## src/rtl/irtifa_birlestirici.sv

```systemverilog
// irtifa_birlestirici: pairs GNSS and altimeter altitude samples, rejects
// pairs that disagree by more than MAX_FARK, and smooths agreeing pairs
// through a 2^ORT_LOG2-deep moving average.
//
// Ports:
//   clk                 rising-edge clock
//   rst_n               asynchronous active-low reset
//   gnss_i              GNSS altitude sample (unsigned)
//   gnss_gecerli_i      one-cycle strobe, gnss_i valid
//   altimetre_i         altimeter altitude sample (unsigned)
//   altimetre_gecerli_i one-cycle strobe, altimetre_i valid
//   irtifa_o            fused, averaged altitude, held between updates
//   irtifa_gecerli_o    one-cycle pulse when irtifa_o updates
//   sensor_hata_o       sticky disagreement fault (exit only via reset)
//   durum_o             FSM state: 0 TOPLA, 1 KARSILASTIR, 2 ORTALA, 3 HATA
module irtifa_birlestirici #(
  parameter int unsigned DATA_W     = 16,
  parameter int unsigned MAX_FARK   = 10,
  parameter int unsigned ORT_LOG2   = 2,
  parameter int unsigned HATA_ESIGI = 3
) (
  input  logic              clk,
  input  logic              rst_n,
  input  logic [DATA_W-1:0] gnss_i,
  input  logic              gnss_gecerli_i,
  input  logic [DATA_W-1:0] altimetre_i,
  input  logic              altimetre_gecerli_i,
  output logic [DATA_W-1:0] irtifa_o,
  output logic              irtifa_gecerli_o,
  output logic              sensor_hata_o,
  output logic [1:0]        durum_o
);

  typedef enum logic [1:0] {
    TOPLA       = 2'd0,
    KARSILASTIR = 2'd1,
    ORTALA      = 2'd2,
    HATA        = 2'd3
  } durum_t;

  localparam int unsigned PENCERE = 1 << ORT_LOG2;
  localparam int unsigned SAY_W   = $clog2(HATA_ESIGI + 1);
  localparam int unsigned TOP_W   = DATA_W + ORT_LOG2;
  localparam logic [ORT_LOG2:0] DOLU = (ORT_LOG2 + 1)'(PENCERE);

  durum_t              durum_q, durum_d;
  logic [DATA_W-1:0]   g_q, g_d, a_q, a_d;
  logic                g_bek_q, g_bek_d, a_bek_q, a_bek_d;
  logic [DATA_W-1:0]   pencere_q [PENCERE];
  logic [DATA_W-1:0]   pencere_d [PENCERE];
  logic [ORT_LOG2:0]   dolu_q, dolu_d;
  logic [SAY_W-1:0]    say_q, say_d;
  logic [DATA_W-1:0]   irtifa_q, irtifa_d;
  logic                gecerli_q, gecerli_d;

  logic [DATA_W:0]     fark;
  logic [DATA_W-1:0]   ort;
  logic [TOP_W-1:0]    toplam;

  // Pair arithmetic is done one bit wider so |g-a| and g+a never wrap.
  always_comb begin
    if (g_q >= a_q) fark = {1'b0, g_q} - {1'b0, a_q};
    else            fark = {1'b0, a_q} - {1'b0, g_q};
    ort    = DATA_W'(({1'b0, g_q} + {1'b0, a_q}) >> 1);
    toplam = '0;
    for (int unsigned i = 0; i < PENCERE; i++) begin
      toplam = toplam + TOP_W'(pencere_q[i]);
    end
  end

  always_comb begin
    durum_d   = durum_q;
    g_d       = g_q;
    a_d       = a_q;
    g_bek_d   = g_bek_q;
    a_bek_d   = a_bek_q;
    pencere_d = pencere_q;
    dolu_d    = dolu_q;
    say_d     = say_q;
    irtifa_d  = irtifa_q;
    gecerli_d = 1'b0;

    unique case (durum_q)
      TOPLA: begin
        if (g_bek_q && a_bek_q) durum_d = KARSILASTIR;
      end
      KARSILASTIR: begin
        g_bek_d = 1'b0;
        a_bek_d = 1'b0;
        if (fark <= (DATA_W + 1)'(MAX_FARK)) begin
          pencere_d[0] = ort;
          for (int unsigned i = 1; i < PENCERE; i++) begin
            pencere_d[i] = pencere_q[i-1];
          end
          if (dolu_q != DOLU) dolu_d = dolu_q + 1'b1;
          say_d   = '0;
          durum_d = ORTALA;
        end else begin
          say_d = say_q + 1'b1;
          if (say_d == SAY_W'(HATA_ESIGI)) durum_d = HATA;
          else                             durum_d = TOPLA;
        end
      end
      ORTALA: begin
        if (dolu_q == DOLU) begin
          irtifa_d  = DATA_W'(toplam >> ORT_LOG2);
          gecerli_d = 1'b1;
        end
        durum_d = TOPLA;
      end
      HATA: begin
        durum_d = HATA;
      end
      default: durum_d = TOPLA;
    endcase

    // Capture runs after the state logic so a strobe on the clearing edge
    // re-sets its pending flag and keeps the new sample.
    if (gnss_gecerli_i) begin
      g_d     = gnss_i;
      g_bek_d = 1'b1;
    end
    if (altimetre_gecerli_i) begin
      a_d     = altimetre_i;
      a_bek_d = 1'b1;
    end
  end

  always_ff @(posedge clk or negedge rst_n) begin
    if (!rst_n) begin
      durum_q   <= TOPLA;
      g_q       <= '0;
      a_q       <= '0;
      g_bek_q   <= 1'b0;
      a_bek_q   <= 1'b0;
      for (int unsigned i = 0; i < PENCERE; i++) pencere_q[i] <= '0;
      dolu_q    <= '0;
      say_q     <= '0;
      irtifa_q  <= '0;
      gecerli_q <= 1'b0;
    end else begin
      durum_q   <= durum_d;
      g_q       <= g_d;
      a_q       <= a_d;
      g_bek_q   <= g_bek_d;
      a_bek_q   <= a_bek_d;
      pencere_q <= pencere_d;
      dolu_q    <= dolu_d;
      say_q     <= say_d;
      irtifa_q  <= irtifa_d;
      gecerli_q <= gecerli_d;
    end
  end

  assign irtifa_o         = irtifa_q;
  assign irtifa_gecerli_o = gecerli_q;
  assign sensor_hata_o    = (durum_q == HATA);
  assign durum_o          = durum_q;

endmodule

```

## config.mk

```make
export PLATFORM = sky130hd
export DESIGN_NAME = irtifa_birlestirici
export DESIGN_NICKNAME = d
export VERILOG_FILES = /design/src/rtl/irtifa_birlestirici.sv
export SDC_FILE = /design/constraint.sdc
export NUM_CORES = 1
export LEC_CHECK = 0
export CAP_MARGIN = 5
export CELL_PAD_IN_SITES_DETAIL_PLACEMENT = 0
export CELL_PAD_IN_SITES_GLOBAL_PLACEMENT = 2
export CORE_ASPECT_RATIO = 1.4
export CORE_MARGIN = 4
export CORE_UTILIZATION = 33
export DETAILED_ROUTE_END_ITERATION = 10
export HOLD_SLACK_MARGIN = 0.1
export PLACE_DENSITY_LB_ADDON = 0.1
export RECOVER_POWER = 50
export SLEW_MARGIN = 10
export SYNTH_ARGS = -nofsm -noshare
export SYNTH_HDL_FRONTEND = slang
export SYNTH_SLANG_ARGS = --single-unit
```

## constraint.sdc

```tcl
create_clock -name clk -period 8.1 [get_ports clk]
set_input_delay 1.62 -clock clk [delete_from_list [all_inputs] [get_ports clk]]
set_output_delay 1.62 -clock clk [all_outputs]
set_load 0.02 [all_outputs]
```

==> flow_metrics.tcl, run 1 <==
set metrics [dict create \
    synth_top_cell_area_share_pct 36.9 \
    drc_errors 0 \
    cts_tree "built" \
    clockRootBuffer "clkbuf_16" \
    cp.required_ns 8.33 \
    hold_violations 0 \
    hold_buffers 0 \
    setup_violations 0 \
    clock_path_buffers 2 \
    clk_pin_slew_ns 0.06 \
    core_area_sq_um 24700 \
    syn-instance-count 818 \
    synthArstFlopShare_pct 100 \
    drive_gt1_share_pct 9.01 \
    row_count 68 \
    first_iter_violations 321 \
    synth.largest_area_cell "dfrtp_1" \
    cts_resized 0 \
    grt_first_pass_wirelength_um 31800 \
    postSynthAreaPerCell_sq_um 10.1 \
    cts_buffers 17 \
    antenna_found_initial 0 \
    hp-class "register to register" \
    slowest_stage "clkbuf_1" \
    p_per_area_nw_per_um2 197 \
    crit_buf_inv 2 \
    hpwlAfterDp_um 14100 \
    crit_chain "clkbuf_1 > clkbuf_2" \
    first_pass_iters 4 \
    yosys_warnings 0 \
    ff2ff_setup_slack_ns 3.73 \
    ys_types 63 \
    drv_slew 125 \
    grt_overflow 0 \
    cts.sinks 122 \
    violations "capacitance limit, slew limit" \
    clkLatencyLatePin_ns 0.43 \
    leakagePower_uw 0.00462 \
    grt_max_degree 68 \
    grt_pass1_vias 6372 \
    detail-route-antenna-nets 0 \
    gp_congestion 0.802 \
    worstSetupPathType "input pin to async pin" \
    port_buffers 55 \
    htreeDepth 4 \
    min_from "irtifa_o[6]" \
    holdPathStages 2 \
    diodes 0 \
    vias_per_cell 4.97 \
    path_max_fanout 67 \
    yosysSeqAreaShare_pct 36.9 \
    io_pins 56 \
    min_period_ns 5.11 \
    synthTopCellsByArea "dfrtp_1, ha_1, fa_1" \
    worstPathArrival_ns 5.34 \
    cp-start-kind "input pin" \
    wl_per_cell_um 15.6 \
    cp-end-kind "async pin" \
    cpPeakStageDelay_ns 2.15 \
    syn-num-nets 955 \
    die_h_um 195 \
    synth_flop_cell "dfrtp_1" \
    finalSetupTns_ns 0 \
    ir_worst_vdd_uv 155 \
    reg2reg_depth 15 \
    die_x_um 142 \
    ys_top_cells_by_count "dfrtp_1, nand2_1, o21ai_0" \
    fmax_mhz 196 \
    rsz0062_at_grt "no" \
    initial_utilization_pct 33.5 \
    fin_crit_sh_pct 63.1 \
    wirelength_um 18600 \
    worstMarginPinSlew_ns 3.10 \
    r2r-end "pencere_q[3]" \
    syn_to_final_growth_pct 16.8 \
    finClkSkew_ns 0.00514 \
    slew_headroom_pct -107 \
    die_area_sq_um 27700 \
    cap_violations 2 \
    final_core_utilization_pct 39.2 \
    num-nets-final 1001 \
    fill_cells 2482 \
    timing.rr.start "g_q[0]" \
    ys_ff_latch 122 \
    synth_most_common_cell "dfrtp_1" \
    min_to "irtifa_o[6]" \
    status "complete, but fails checks" \
    synth_edf_count 0 \
    cts_setup_buffers 0 \
    netlist_area_sq_um 8270 \
    num_vias 5923 \
    cp_top_family "buffers and inverters" \
    grt_use_total_pct 14.3 \
]
[power by group]
| part | switching (uW) | internal (uW) |
|---|---|---|
| clock network | 301 | 502 |
| logic | 267 | 175 |
| registers | 25.0 | 638 |
[final cells by class]
cell class	instances	area [sq um]	area share (%)
Sequential cell	122	3050	31.6
Timing Repair Buffer	58	561	5.80
Clock buffer	19	453	4.69
Multi-Input combinational cell	600	4800	49.6
Clock inverter	13	166	1.72
Inverter	65	244	2.52
Tap cell	315	394	4.08
[placed cells by master, fill, tap and decap left out, types with 6 or more instances in the layout]
cell               n
o31ai_1            6
nand3_1            6
mux2i_1            9
nor2b_1           10
dfrtp_1          122
nand2b_1           8
mux2_1            25
o21ai_0           72
a21oi_1           44
xor2_1            10
o21bai_1           9
clkbuf_16         17
clkdlybuf4s50_1   52
nor2_1            40
fa_1              35
a31oi_1           11
xnor2_1           24
mux2_2            37
o21a_1             7
nor3_1            14
a21o_1            18
ha_1              66
nand2_1           78
inv_1             64
[per-stage QoR]
step	cells	hold WS, ns	total power (uW)	instance area, sq um	setup slack, ns
2_1_floorplan	818	0.450	985	8270	4.42
3_3_place_gp	1160	0.461	1120	9060	3.81
3_5_place_dp	1160	0.470	1120	9060	3.72
4_1_cts	1192	0.483	1940	9680	3.70
5_1_grt	1192	0.504	2020	9670	1.93
6_report	1192	0.476	1910	9670	2.99
[state kept, by name (all words and copies together) (netlist names), 2 cells and up]
name,count
say_q,2
irtifa_o,16
pencere_q,64
a_q,16
dolu_q,3
durum_o,2
g_q,16
[metal layers]
metal  global-route usage, %  share of wire (%)  vias to the layer above
li1                        -                  -                     2931
met1                    17.4                 45                     2884
met2                    25.0                 50                       84
met3                    2.79                2.7                       24
met4                    5.05                2.1                        0
met5                       0                  0                        -
[cell families after synthesis]
kind of cell | Yosys count | synth area share, %
adder cells (fa/ha/maj) | 101 | 18.4
flip-flops | 122 | 36.9
XOR/XNOR | 34 | 3.60
AO/OA/AOI/OAI | 208 | 15.8
multiplexers | 71 | 9.53
AND/OR/NAND/NOR | 186 | 10.6
buffers and inverters | 96 | 5.14
[how the worst max path moves through the flow]
| stage | start | depth (start not counted) | endpoint |
|---|---|---|---|
| 3_3_place_gp | g_q[0] | 15 | pencere_q[18] |
| 4_1_cts | g_q[2] | 13 | pencere_q[3] |
| 6_report | rst_n | 2 | pencere_q[35] |
| 3_5_place_dp | g_q[2] | 13 | pencere_q[4] |
| 2_1_floorplan | g_q[0] | 15 | pencere_q[46] |
| 5_1_grt | rst_n | 2 | pencere_q[51] |
Note: power is estimated with default switching activity, not from simulation.
==> run 2, diff against run 1 <==
==> constraint.sdc (replaced) <==
create_clock -name clk -period 5.36 [get_ports clk]
set_input_delay 1.072 -clock clk [delete_from_list [all_inputs] [get_ports clk]]
set_output_delay 1.072 -clock clk [all_outputs]
set_load 0.02 [all_outputs]
==> flow_metrics.tcl, run 2 (synthesis gave the netlist of run 1 again) <==
set metrics [dict create \
    status "complete, but fails checks" \
    violations "capacitance limit, slew limit" \
    drv_slew 65 \
    final-seq-area_sq_um 3050 \
    cp-start-kind "register" \
    crit_chain "inv_1 > ha_1 > inv_1 > fa_1 > a21o_1 > a221oi_2 > a21oi_1 > nor3_1 > a31oi_1 > nor4_2 > a22o_1 > o2111ai_2 > nor3_4 > buf_12 > mux2_2" \
    grt_pass1_vias 6222 \
    worstPathArrival_ns 4.43 \
    fill_cells 2506 \
    fmax_mhz 242 \
    die_area_sq_um 27700 \
    hold_violations 0 \
    initial_utilization_pct 33.5 \
    io_pins 56 \
    grt_overflow 0 \
    wl_per_cell_um 15.6 \
    port_buffers 55 \
    met1_usage_pct 17.4 \
    rsz0062_at_grt "no" \
    grt_use_met3_pct 2.43 \
    detail-route-antenna-nets 0 \
    worstSetupPathType "register to register" \
    slew_headroom_pct -32.2 \
    cp-end-kind "register" \
    drive_gt1_share_pct 8.78 \
    largest_reg_flops 64 \
    total_power_uw 2850 \
    vias_per_cell 4.93 \
    grt_first_pass_wirelength_um 31000 \
    diodes 0 \
    top_register "pencere_q" \
    fin_crit_sh_pct 77.1 \
    leakagePower_uw 0.00460 \
    worstMarginPinSlew_ns 1.98 \
    hpwlAfterDp_um 14300 \
    final_core_utilization_pct 39.2 \
    cts_resized 0 \
    hold_buffers 0 \
    cp_top_family "compound AO/OA/AOI/OAI gates" \
    grt_use_total_pct 13.9 \
    clk_pin_slew_ns 0.06 \
    clockRootBuffer "clkbuf_16" \
    first_iter_violations 279 \
    grt_max_degree 65 \
    setup_violations 0 \
    row_count 68 \
    wirelength_um 18600 \
    final_cell_mix "dfrtp_1, nand2_1, o21ai_0" \
    clock_path_buffers 2 \
    first_pass_iters 4 \
    p_per_area_nw_per_um2 295 \
    clkLatencyLatePin_ns 0.42 \
    num-nets-final 1002 \
    finalSetupTns_ns 0 \
    core_area_sq_um 24700 \
    cp.required_ns 5.66 \
    antenna_found_initial 0 \
    min_period_ns 4.13 \
    cts_tree "built" \
    die_x_um 142 \
    syn_to_final_growth_pct 16.8 \
    crit_buf_inv 3 \
    htreeDepth 4 \
    cts_buffers 17 \
    cts.sinks 122 \
    cts_setup_buffers 0 \
    num_vias 5879 \
    path_max_fanout 64 \
    multi_input_area_sq_um 4800 \
    grtUsageMet2_pct 24.3 \
    cap_violations 3 \
    hp-class "register to register" \
    finClkSkew_ns 0.00985 \
    gp_congestion 0.806 \
    final_common_cell "dfrtp_1" \
    cpPeakStageDelay_ns 0.43 \
    crit_top_cell "inv_1" \
    slowest_stage "fa_1" \
    die_h_um 195 \
    ir_worst_vdd_uv 245 \
    drc_errors 0 \
    grt_busiest_layer "met2" \
]
[run 2: changes by cell type in the layout (fill, tap and decap cells not counted)]
cell	before	now
clkinvlp_4	3	6
clkbuf_1	2	4
clkbuf_8	2	0
clkinv_2	2	0
buf_12	0	1
buf_4	1	0
clkinv_4	3	2
[run 2: area by class of cell]
type | count | area share (%)
Clock inverter | 13 | 1.76
Multi-Input combinational cell | 600 | 49.6
Inverter | 65 | 2.52
Tap cell | 315 | 4.08
Sequential cell | 122 | 31.6
Timing Repair Buffer | 59 | 5.97
Clock buffer | 18 | 4.44
[run 2: metrics by stage]
step / std cells / setup WS (ns) / hold slack (ns) / area [sq um]
finish: 1192 / 1.23 / 0.474 / 9660
global route: 1192 / 0.874 / 0.505 / 9660
CTS: 1192 / 1.20 / 0.479 / 9680
detailed placement: 1161 / 1.22 / 0.466 / 9080
global placement: 1161 / 1.30 / 0.461 / 9080
floorplan: 818 / 1.68 / 0.450 / 8270
[run 2: path summary, 6_finish.rpt]
path                       startpoint            to  slack [ns]  depth (start not counted)
max                            g_q[0]  pencere_q[3]        1.23                         15
max in group asynchronous       rst_n       a_q[12]        1.81                          2
min in group asynchronous       rst_n  pencere_q[2]        1.02                          1
max reg2reg                    g_q[0]  pencere_q[3]        1.23                         15
min reg2reg                   a_bek_q       a_bek_q        0.47                          1
min                           a_bek_q       a_bek_q        0.47                          1
[run 2: routing by layer]
layer | vias to the layer above | part of all wire (%)
li1 | 2930 | -
met1 | 2848 | 46
met2 | 88 | 50
met3 | 13 | 2.5
met4 | 0 | 1.3
met5 | - | 0
[run 2: report_power, final]
group	leakage (uW)	switching [uW]	internal, uW
clock network	0.000271	447	731
registers	0.00163	38.2	965
logic	0.00269	405	265
==> run 3, diff against run 2 <==
==> constraint.sdc (replaced) <==
create_clock -name clk -period 3.73 [get_ports clk]
set_input_delay 0.746 -clock clk [delete_from_list [all_inputs] [get_ports clk]]
set_output_delay 0.746 -clock clk [all_outputs]
set_load 0.02 [all_outputs]
==> flow_metrics.tcl, run 3 (synthesis gave the netlist of run 1 again) <==
set metrics [dict create \
    status "complete, but fails checks" \
    violations "capacitance limit, slew limit" \
    die_h_um 195 \
    setup_violations 0 \
    htreeDepth 4 \
    fin_ws_ns 0.0218 \
    port_buffers 55 \
    hp-class "register to register" \
    initial_utilization_pct 33.5 \
    final_cell_mix "dfrtp_1, nand2_1, buf_4" \
    grt_use_total_pct 14.9 \
    drive_gt1_share_pct 24.2 \
    first_pass_iters 4 \
    num_vias 6244 \
    fmax_mhz 270 \
    cp.required_ns 4.04 \
    cp-start-kind "register" \
    wl_per_cell_um 15.9 \
    gp_congestion 0.849 \
    cts_buffers 17 \
    cts_tree "built" \
    worstSetupPathType "register to register" \
    grt_max_degree 82 \
    drc_errors 0 \
    grt_first_pass_wirelength_um 33100 \
    rsz0062_at_grt "yes" \
    ir_worst_vdd_uv 323 \
    finClkSkew_ns 0.0101 \
    hold_violations 0 \
    hpwlAfterDp_um 15100 \
    worstMarginPinSlew_ns 2.47 \
    core_area_sq_um 24700 \
    largest_reg_flops 64 \
    clock_path_buffers 2 \
    clkLatencyLatePin_ns 0.43 \
    clockRootBuffer "clkbuf_16" \
    syn_to_final_growth_pct 32.5 \
    final_core_utilization_pct 44.4 \
    first_iter_violations 313 \
    num-nets-final 1088 \
    leakagePower_uw 0.00514 \
    p_per_area_nw_per_um2 394 \
    worstPathArrival_ns 4.02 \
    clk_pin_slew_ns 0.06 \
    wirelength_um 20300 \
    grt_pass1_vias 6538 \
    fin_crit_sh_pct 99.4 \
    slew_headroom_pct -64.4 \
    grt_overflow 0 \
    pre_cts_slack_ns -0.150 \
    die_x_um 142 \
    antenna_found_initial 0 \
    row_count 68 \
    hold_buffers 0 \
    cts.sinks 122 \
    final_common_cell "dfrtp_1" \
    io_pins 56 \
    diodes 0 \
    top_register "pencere_q" \
    vias_per_cell 4.88 \
    detail-route-antenna-nets 0 \
    cp-end-kind "register" \
    die_area_sq_um 27700 \
    min_period_ns 3.71 \
    drv_slew 42 \
    cap_violations 1 \
    path_max_fanout 8 \
]
[run 3: changes by cell type in the layout (fill, tap and decap cells not counted), moves of 5 or more]
cell	previous run	this run
a21oi_1	44	36
a21oi_2	0	8
buf_12	1	6
buf_4	0	69
buf_6	0	11
clkinvlp_4	6	1
ha_1	66	55
ha_4	0	11
mux2_1	25	9
mux2_2	37	13
mux2_4	0	40
o21ai_0	72	66
o21ai_2	1	6
[run 3: path summary, 6_finish.rpt]
kind | to | depth (start not counted) | slack (ns) | start
setup reg to reg | pencere_q[21] | 18 | 0.02 | g_q[0]
setup / recovery | pencere_q[21] | 18 | 0.02 | g_q[0]
min in group asynchronous | irtifa_o[1] | 1 | 1.07 | rst_n
hold reg to reg | irtifa_o[12] | 2 | 0.48 | irtifa_o[12]
max in group asynchronous | durum_o[1] | 1 | 1.24 | rst_n
hold / removal | irtifa_o[12] | 2 | 0.48 | irtifa_o[12]
[run 3: power by group]
part	leakage [uW]	internal [uW]	switching [uW]
Combinational	0.00322	544	655
Clock	0.000288	1010	669
Sequential	0.00163	1390	56.0
Total	0.00514	2940	1380
[run 3: critical path: stages (launching register included)]
cell and delay, ns:
dfrtp_1 0.42, inv_2 0.11, ha_4 0.14, inv_2 0.03
fa_2 0.33, a21o_1 0.22, a31oi_1 0.22, o311a_1 0.23
o21ai_2 0.09, xnor2_1 0.14, nor4_2 0.32, buf_4 0.16
a21o_1 0.12, nand2_2 0.09, nor3_4 0.17, buf_6 0.15
buf_12 0.15, clkbuf_16 0.15, mux2_2 0.32
[run 3: metal layers]
layer  global-route usage [%]  vias up  share of wire [%]
li1                         -     3109                  -
met4                     4.20        0                1.2
met2                     25.9       72                 52
met5                        0        -                  0
met3                     2.84       17                2.6
met1                     18.8     3046                 45
[run 3: layout make-up]
type | count | area (sq um)
Clock inverter | 13 | 144
Fill cell | 2406 | 13700
Multi-Input combinational cell | 600 | 5280
Tap cell | 315 | 394
Inverter | 65 | 244
Sequential cell | 122 | 3050
Timing Repair Buffer | 145 | 1410
Clock buffer | 19 | 443
[run 3: what timing repair did]
item,CTS,global route
buffers inserted,5,11
pin swaps,12,25
resized for setup,18,105
endpoints found under the setup margin,63,74
gates cloned,1,3
[run 3: metrics by stage]
step	setup TNS, ns	hold slack, ns	cell area (sq um)	total power, uW	cells
global route	-2.28	0.493	11000	4560	1279
finish	0	0.476	11000	4320	1279
CTS	0	0.324	10300	4280	1265
detailed placement	-6.82	0.469	9640	2550	1227
global placement	-6.54	0.461	9640	2540	1227
floorplan	0	0.450	8270	2140	818
